**src/rtl/spi_pkg.sv**
```systemverilog
// rtl/spi_pkg.sv - shared states, frame constants and CRC7 helpers for the SPI slave receiver
package spi_pkg;

  typedef enum logic [2:0] {
    ST_IDLE      = 3'd0,
    ST_ARG       = 3'd1,
    ST_CRC       = 3'd2,
    ST_DATA_WAIT = 3'd3,
    ST_DATA      = 3'd4,
    ST_DATA_CRC  = 3'd5
  } state_t;

  localparam logic [5:0] CMD_WRITE_BLOCK = 6'd24;
  localparam logic [7:0] DATA_TOKEN      = 8'hFE;
  localparam logic [1:0] START_PATTERN   = 2'b01;
  localparam logic [5:0] ARG_BITS        = 6'd32;
  localparam logic [5:0] CRC_BITS        = 6'd8;
  localparam logic [5:0] DATA_CRC_BITS   = 6'd16;

  // x^7 + x^3 + 1, MSB-first serial update
  function automatic logic [6:0] crc7_bit(input logic [6:0] crc, input logic b);
    logic fb;
    fb = b ^ crc[6];
    return {crc[5:0], 1'b0} ^ (fb ? 7'h09 : 7'h00);
  endfunction

  function automatic logic [6:0] crc7_byte(input logic [6:0] crc, input logic [7:0] data);
    logic [6:0] c;
    c = crc;
    for (int i = 7; i >= 0; i--) c = crc7_bit(c, data[i]);
    return c;
  endfunction

endpackage

```
**src/rtl/spi_crc7.sv**
```systemverilog
// rtl/spi_crc7.sv - serial bit-in CRC7 with seeded clear and enable (built with SPI_CRC7_CHECK_EN)
`ifdef SPI_CRC7_CHECK_EN
module spi_crc7
  import spi_pkg::*;
(
  input  logic       clock,
  input  logic       reset,
  input  logic       i_clear,
  input  logic [6:0] i_seed,
  input  logic       i_enable,
  input  logic       i_bit,
  output logic [6:0] o_crc
);

  logic [6:0] r_crc;

  always_ff @(posedge clock) begin
    if (reset) begin
      r_crc <= 7'd0;
    end else if (i_clear) begin
      r_crc <= i_seed;
    end else if (i_enable) begin
      r_crc <= crc7_bit(r_crc, i_bit);
    end
  end

  assign o_crc = r_crc;

endmodule
`endif

```
**src/rtl/spi_slave_receiver.sv**
```systemverilog
// rtl/spi_slave_receiver.sv - SPI command frame / write-data receiver; SPI_CRC7_CHECK_EN enables CRC7 checking
module spi_slave_receiver
  import spi_pkg::*;
(
  input  logic        clock,
  input  logic        reset,
  input  logic [7:0]  io_InputBuffer,
  input  logic        io_BufferChanged,
  input  logic [31:0] io_DataBlockSize,
  output logic        io_CommandReadFinished,
  output logic        io_ArgumentReadFinished,
  output logic        io_ReadSuccess,
  output logic [5:0]  io_Command,
  output logic [31:0] io_CommandArgument,
  output logic [2:0]  io____state
);

  state_t      r_state;
  logic        r_changed_d;
  logic [5:0]  r_bit_cnt;
  logic [34:0] r_data_cnt;
  logic        r_cmd_done;
  logic        r_arg_done;
  logic        r_success;
  logic [5:0]  r_cmd;
  logic [31:0] r_arg;

  logic        w_event;
  logic        w_start;
  logic [5:0]  w_bit_next;
  logic [34:0] w_data_next;
  logic [34:0] w_data_total;
  logic        w_crc_ok;
  logic        w_frame_ok;

  assign w_event      = io_BufferChanged & ~r_changed_d;
  assign w_start      = (io_InputBuffer[7:6] == START_PATTERN);
  assign w_bit_next   = r_bit_cnt + 6'd1;
  assign w_data_next  = r_data_cnt + 35'd1;
  assign w_data_total = {io_DataBlockSize, 3'b000};

`ifdef SPI_CRC7_CHECK_EN
  logic [6:0] w_crc;
  logic [6:0] w_crc_seed;

  // The command byte is already complete when the start is seen, so it seeds the CRC in one step
  assign w_crc_seed = crc7_byte(7'd0, io_InputBuffer);

  spi_crc7 u_crc7 (
    .clock    (clock),
    .reset    (reset),
    .i_clear  (w_event && (r_state == ST_IDLE) && w_start),
    .i_seed   (w_crc_seed),
    .i_enable (w_event && (r_state == ST_ARG)),
    .i_bit    (io_InputBuffer[0]),
    .o_crc    (w_crc)
  );

  assign w_crc_ok = (io_InputBuffer[7:1] == w_crc);
`else
  assign w_crc_ok = 1'b1;
`endif

  assign w_frame_ok = io_InputBuffer[0] & w_crc_ok;

  always_ff @(posedge clock) begin
    if (reset) begin
      r_state     <= ST_IDLE;
      r_changed_d <= 1'b0;
      r_bit_cnt   <= 6'd0;
      r_data_cnt  <= 35'd0;
      r_cmd_done  <= 1'b0;
      r_arg_done  <= 1'b0;
      r_success   <= 1'b0;
      r_cmd       <= 6'd0;
      r_arg       <= 32'd0;
    end else begin
      r_changed_d <= io_BufferChanged;
      case (r_state)
        ST_IDLE: begin
          if (w_event && w_start) begin
            r_cmd      <= io_InputBuffer[5:0];
            r_cmd_done <= 1'b1;
            r_arg_done <= 1'b0;
            r_success  <= 1'b0;
            r_bit_cnt  <= 6'd0;
            r_state    <= ST_ARG;
          end
        end
        ST_ARG: begin
          if (w_event) begin
            r_bit_cnt <= w_bit_next;
            if (w_bit_next[2:0] == 3'd0) r_arg <= {r_arg[23:0], io_InputBuffer};
            if (w_bit_next == ARG_BITS) begin
              r_arg_done <= 1'b1;
              r_bit_cnt  <= 6'd0;
              r_state    <= ST_CRC;
            end
          end
        end
        ST_CRC: begin
          if (w_event) begin
            r_bit_cnt <= w_bit_next;
            if (w_bit_next == CRC_BITS) begin
              r_success <= w_frame_ok;
              r_bit_cnt <= 6'd0;
              r_state   <= (w_frame_ok && r_cmd == CMD_WRITE_BLOCK) ? ST_DATA_WAIT : ST_IDLE;
            end
          end
        end
        ST_DATA_WAIT: begin
          if (w_event && io_InputBuffer == DATA_TOKEN) begin
            r_data_cnt <= 35'd0;
            r_bit_cnt  <= 6'd0;
            r_state    <= (io_DataBlockSize == 32'd0) ? ST_DATA_CRC : ST_DATA;
          end
        end
        ST_DATA: begin
          if (w_event) begin
            r_data_cnt <= w_data_next;
            if (w_data_next == w_data_total) begin
              r_bit_cnt <= 6'd0;
              r_state   <= ST_DATA_CRC;
            end
          end
        end
        ST_DATA_CRC: begin
          if (w_event) begin
            r_bit_cnt <= w_bit_next;
            if (w_bit_next == DATA_CRC_BITS) begin
              r_bit_cnt <= 6'd0;
              r_state   <= ST_IDLE;
            end
          end
        end
        default: r_state <= ST_IDLE;
      endcase
    end
  end

  assign io_CommandReadFinished  = r_cmd_done;
  assign io_ArgumentReadFinished = r_arg_done;
  assign io_ReadSuccess          = r_success;
  assign io_Command              = r_cmd;
  assign io_CommandArgument      = r_arg;
  assign io____state             = r_state;

endmodule

```
**config.mk**
```make
export PLATFORM = sky130hd
export DESIGN_NAME = spi_slave_receiver
export DESIGN_NICKNAME = d
export VERILOG_FILES = /design/src/rtl/spi_pkg.sv /design/src/rtl/spi_crc7.sv /design/src/rtl/spi_slave_receiver.sv
export SDC_FILE = /design/constraint.sdc
export NUM_CORES = 1
export LEC_CHECK = 0
export ABC_AREA = 0
export CORE_MARGIN = 5
export CORE_UTILIZATION = 49
export DETAILED_ROUTE_END_ITERATION = 8
export MAX_ROUTING_LAYER = met4
export PLACE_DENSITY_LB_ADDON = 0.05
export SKIP_LAST_GASP = 1
export SYNTH_ARGS = -nofsm -noshare
export SYNTH_HDL_FRONTEND = slang
export SYNTH_SLANG_ARGS = --single-unit
```
**constraint.sdc**
```tcl
create_clock -name clock -period 2.91 [get_ports clock]
set_input_delay 0.4365 -clock clock [delete_from_list [all_inputs] [get_ports clock]]
set_output_delay 0.4365 -clock clock [all_outputs]
set_load 0.1 [all_outputs]
```
[Word-level counts from Yosys, hierarchy flattened]
Cells that the tools add are included.
Word-level totals
  output and inout port bits: 44
  bits of input ports: 43
  memories: 0
  memory bits (read-only): 0
  flip-flop bits (word level): 86
  memory bits (writable): 0
  bits in latches: 0
Operators by class
  multiplexer cells: 34
  bitwise operators: 2
  divide/modulo/power cells: 0
  multipliers: 0
  order comparisons: 0
  add/subtract/negate cells: 2
  reduce and logical (&&, ||, !) cells: 17
  equal/unequal tests: 22
  shift-type cells: 0
Operators by type and width (number)
  $mux 35: 2
  $pmux 35 s2: 1
  $mux 6: 10
  $pmux 6 s6: 1
  $add 35x1->35 const B: 1
  $eq 35x35->1: 1
  $logic_not 32->1: 1
  $mux 3: 10
  $ne 2x2->1 const B: 10
  $pmux 3 s6: 1
  $eq 6x5->1 const B: 2
  $reduce_and 10->1: 1
  $eq 8x8->1 const B: 1
  $reduce_and 4->1: 2
  $reduce_and 8->1: 1
  $add 6x1->6 const B: 1
  $eq 3x2->1 const B: 2
  $eq 3x3->1 const B: 2
  $eq 6x4->1 const B: 1
  $eq 6x6->1 const B: 1
  $logic_not 3->1: 2
  $mux 1: 6
  $reduce_and 3->1: 2
  $reduce_bool 2->1: 3
  9 further kinds: 12

[Longest topological paths before layout]
  depth in word-level cells: 6
  gate-level depth with buffers: 11
  gate-level depth less buffers: 10

[Worst setup path before layout]
Ideal clock, no wire load.
  kind: register to register
  start: register r_data_cnt[0]
  end: register r_bit_cnt[0]
  path buffers: 1
  arrival: 2.949 ns
  period minus slack after synthesis: 3.072 ns
  stages on the path, launching flop included: 11
  setup time: 0.123 ns
  slack: -0.162 ns
  cells stage by stage: dfxtp_1 -> ha_1 -> clkbuf_1 -> nand4_1 -> nor4_1 -> nand3_1 -> mux2i_1 -> or4_1 -> nor2_1 -> a31o_2 -> mux2_1
On the way
  longest elaborated chain between the ends: 4
Ends and longest elaborated chain
  start: declaration: RTL line spi_slave_receiver.sv:21  | logic [34:0] r_data_cnt;
  start signal: assignment: RTL line spi_slave_receiver.sv:120  | r_data_cnt <= w_data_next;
  $add 35x1->35: RTL line spi_slave_receiver.sv:39  | assign w_data_next = r_data_cnt + 35'd1;
  $eq 35x35->1: RTL line spi_slave_receiver.sv:121  | if (w_data_next == w_data_total) begin
  $ne 2x2->1 (no line)
  $reduce_and 8->1 (no line)
  end signal: assignment: RTL line spi_slave_receiver.sv:92  | r_bit_cnt <= w_bit_next;
  end signal: assignment: RTL line spi_slave_receiver.sv:103  | r_bit_cnt <= w_bit_next;
  end signal: assignment: RTL line spi_slave_receiver.sv:129  | r_bit_cnt <= w_bit_next;
  end: declaration: RTL line spi_slave_receiver.sv:20  | logic [5:0] r_bit_cnt;
No other way between the ends.
A chain may end at the register's enable or synchronous reset.

[Final worst setup path]
  start: register r_data_cnt[15]
  end: register r_bit_cnt[5]
Same word-level chain as after synthesis.

==> results by group <==
STA
  • Setup TNS: 0 ns
  • Worst-Margin Slew: 0.815 ns
  • Max Slew Vio Count: 0
  • Max Clock Skew: 0.0172 ns
  • Final hold vios: 0
  • Setup WS post-layout: 0.0694 ns
  • RSZ-0062 raised after global routing: true
  • Setup Viol. Count Final: 0
  • Max Fclk: 0.352 GHz
  • Slew HR: 0.457
  • Period utilisation layout: 0.976
  • Min cycle time layout: 2.84 ns

Cells and area
  • Post-Layout Cell Count: 1,015
  • Design area: 7190 sq um
  • Layout area overhead: 36.1%
  • Commonest cells after routing, fill and taps aside: buf_4, nand2_1, a21oi_1, dfxtp_1, nor2_1
  • Diode count: 0
  • Commonest non-fill, non-tap cell in the layout: buf_4
  • Fraction of layout cells with a size suffix above 1: 0.240
  • Fin nets: 916

Detailed routing
  • ANT nets after route: 0
  • Routed WL: 17,600 microns
  • Via count: 6,056
  • Initial drt markers: 648
  • Drt pass-1 iters: 5
  • Avg WL per Cell: 17.3 microns
  • DR vias/cell: 5.97
  • # DRC: 0

Placed design
  • DP Area: 6740 sq um
  • Final HPWL from detailed placement: 12,900 microns
  • Placer Congestion: 0.970
  • Buffers on Ports: 86
  • Placed insts: 990
  • Place WS: -0.458 ns

Die
  • Chip height: 114 microns
  • Row count: 38
  • Core area: 10,700 sq um
  • Die X: 114 microns
  • Initial Util: 0.494
  • Io pins: 87
  • Die area: 13,000 sq um

Clock tree
  • Clock Tree Buf Depth: 2
  • CTS Sinks: 86
  • H-tree Lvls: 3
  • Clk_lat worst skew: 0.38 ns
  • CTS Buf Count: 9
  • Clock Pin Slew Worst Setup and Hold Paths: 0.09 ns
  • CTS tree: yes
  • CTS root buf: clkbuf_8

Logic synthesis
  • #FFs+latches synth: 86
  • Cell area after synthesis: 5280 sq um
  • EDFF count, synth: 0
  • Most used DFF post-synth: dfxtp_1
  • Async SR Flop Fraction: 0
  • Yosys warns: 0
  • Syn_area_per_cell: 7.34 sq um
  • Synth cell types: 60
  • Register area share after synthesis: 0.326
  • Syn Nets: 766
  • Gate Count Post-Synth: 720

Worst setup path
  • CP Data Required Time: 3.19 ns
  • R2r worst-path depth: 11
  • CP startpoint: r_data_cnt[15]$_SDFFE_PP0P_
  • Flop2flop setup slack: 0.07 ns
  • WP data arrival: 3.12 ns
  • Crit end category: flip-flop
  • CP Launch Type: flip-flop
  • Worst R2R End: r_bit_cnt[5]$_SDFFE_PP0P_
  • Setup crit end: r_bit_cnt[5]$_SDFFE_PP0P_
  • Critical path class: flip-flop to flip-flop
  • R2r startpoint: r_data_cnt[15]$_SDFFE_PP0P_
  • CP Max Fanout: 5

Pwr
  • Peak VDD IR: 298 uV
  • LEAKAGE: 2.69 nW
  • Tot Pwr: 2.27 mW
  • Power Density: 315 nW/um^2

Hold path
  • Hold/Removal Path Class: flip-flop to flip-flop

Run status
  • Outcome: complete, no violations

Global route
  • Total GRT Usage: 0.269
  • Largest net degree at the start of global routing: 52
  • Antenna violations before repair: 0
  • First-pass GRT wire length: 27,800 microns
  • GR Overflow Total: 0
  • Number of global-route vias before repair: 5,669

Run
  • Max cap viols: 0
## how the worst min path moves through the flow
stage / from / end / slack (ns) / cells past startpoint
after global placement: io_CommandReadFinished$_SDFFE_PP0P_ / io_CommandReadFinished$_SDFFE_PP0P_ / 0.44 / 2
final: io_CommandArgument[30]$_SDFFE_PP0P_ / io_CommandArgument[30]$_SDFFE_PP0P_ / 0.46 / 2
after CTS: io_CommandArgument[30]$_SDFFE_PP0P_ / io_CommandArgument[30]$_SDFFE_PP0P_ / 0.46 / 2
after detailed placement: io_CommandArgument[30]$_SDFFE_PP0P_ / io_CommandArgument[30]$_SDFFE_PP0P_ / 0.45 / 2
after global routing: io_CommandArgument[30]$_SDFFE_PP0P_ / io_CommandArgument[30]$_SDFFE_PP0P_ / 0.49 / 2
after floorplan: r_data_cnt[34]$_SDFFE_PP0P_ / r_data_cnt[34]$_SDFFE_PP0P_ / 0.47 / 1
## kinds of logic after synthesis
| kind of cell | after synthesis | share of synthesized area |
|---|---|---|
| AO/OA/AOI/OAI | 176 | 0.207 |
| XOR/XNOR | 38 | 0.0630 |
| adder cells (fa/ha/maj) | 3 | 0.00711 |
| buffers and inverters | 61 | 0.0467 |
| flip-flops | 86 | 0.326 |
| multiplexers | 14 | 0.0268 |
| AND/OR/NAND/NOR | 342 | 0.324 |
## power breakdown
part	internal [mW]	switching, mW
Sequential	1.18	0.00460
Clock	0.346	0.493
Combinational	0.108	0.134
Total	1.63	0.632
## what timing repair did
action	in CTS	in global routing
resized for setup	15	30
pin swaps	5	19
hold buffers	0	0
setup endpoints to repair	5	6
setup buffers	3	7
## through the flow
stage,util,hold WS [ns]
2_1_floorplan,-,0.468
3_3_place_gp,0.630,0.435
3_5_place_dp,0.630,0.450
4_1_cts,0.655,0.463
5_1_grt,0.672,0.486
6_report,0.672,0.459
## area by class of cell
type	instances	area [sq um]
clock buffers	10	138
inverters	10	37.5
repair buffers	190	1560
flip-flops and latches	86	1730
well taps	140	175
fillers	956	3510
multi-input cells	573	3490
clock inverters	6	50.0
## worst max-delay path, cell delays in order, from the launching register on
cell and delay [ns]:
dfxtp_1 0.36, nand3_2 0.14, buf_4 0.18, nor4_4 0.34, buf_4 0.20, nand4_1 0.14
xnor2_1 0.29, o21ai_2 0.15, o41ai_4 0.42, buf_4 0.20, a311oi_1 0.09, a31o_1 0.22
## routing by layer
layer / vias to the layer above / global-route usage / part of all wire
li1: 2914 / - / -
met1: 2866 / 0.360 / 0.45
met2: 252 / 0.423 / 0.47
met3: 24 / 0.0430 / 0.067
met4: 0 / 0.0736 / 0.014
met5: - / - / 0
## synth_stat cells (3+ instances only)
cell	n	area, sq um
a211oi_1	5	37.5
a21oi_1	77	385
a221oi_1	4	35.0
a22oi_1	4	30.0
a311oi_1	11	96.3
a31oi_1	11	68.8
and2_1	6	37.5
and3_1	7	43.8
and3b_1	3	26.3
and4_1	4	35.0
buf_2	14	70.1
clkbuf_1	37	139
dfxtp_1	86	1720
ha_1	3	37.5
inv_1	10	37.5
mux2i_1	13	130
nand2_1	114	428
nand2b_1	11	68.8
nand3_1	20	100
nand3b_1	3	22.5
nand4_1	23	144
nand4b_1	3	26.3
nor2_1	70	263
nor2b_1	6	37.5
nor3_1	24	120
nor4_1	19	119
o2111ai_1	3	26.3
o211ai_1	6	45.0
o21ai_0	30	150
or3_1	12	75.1
or4_1	8	60.1
xnor2_1	28	245
xor2_1	10	87.6
## sequential cells by signal, summed over array words and instances, names as in the netlist
name                     flops
io_ReadSuccess               1
io____state                  3
io_Command                   6
io_ArgumentReadFinished      1
r_data_cnt                  35
io_CommandArgument          32
r_bit_cnt                    6
io_CommandReadFinished       1
r_changed_d                  1
(Power assumes the default switching activity.)
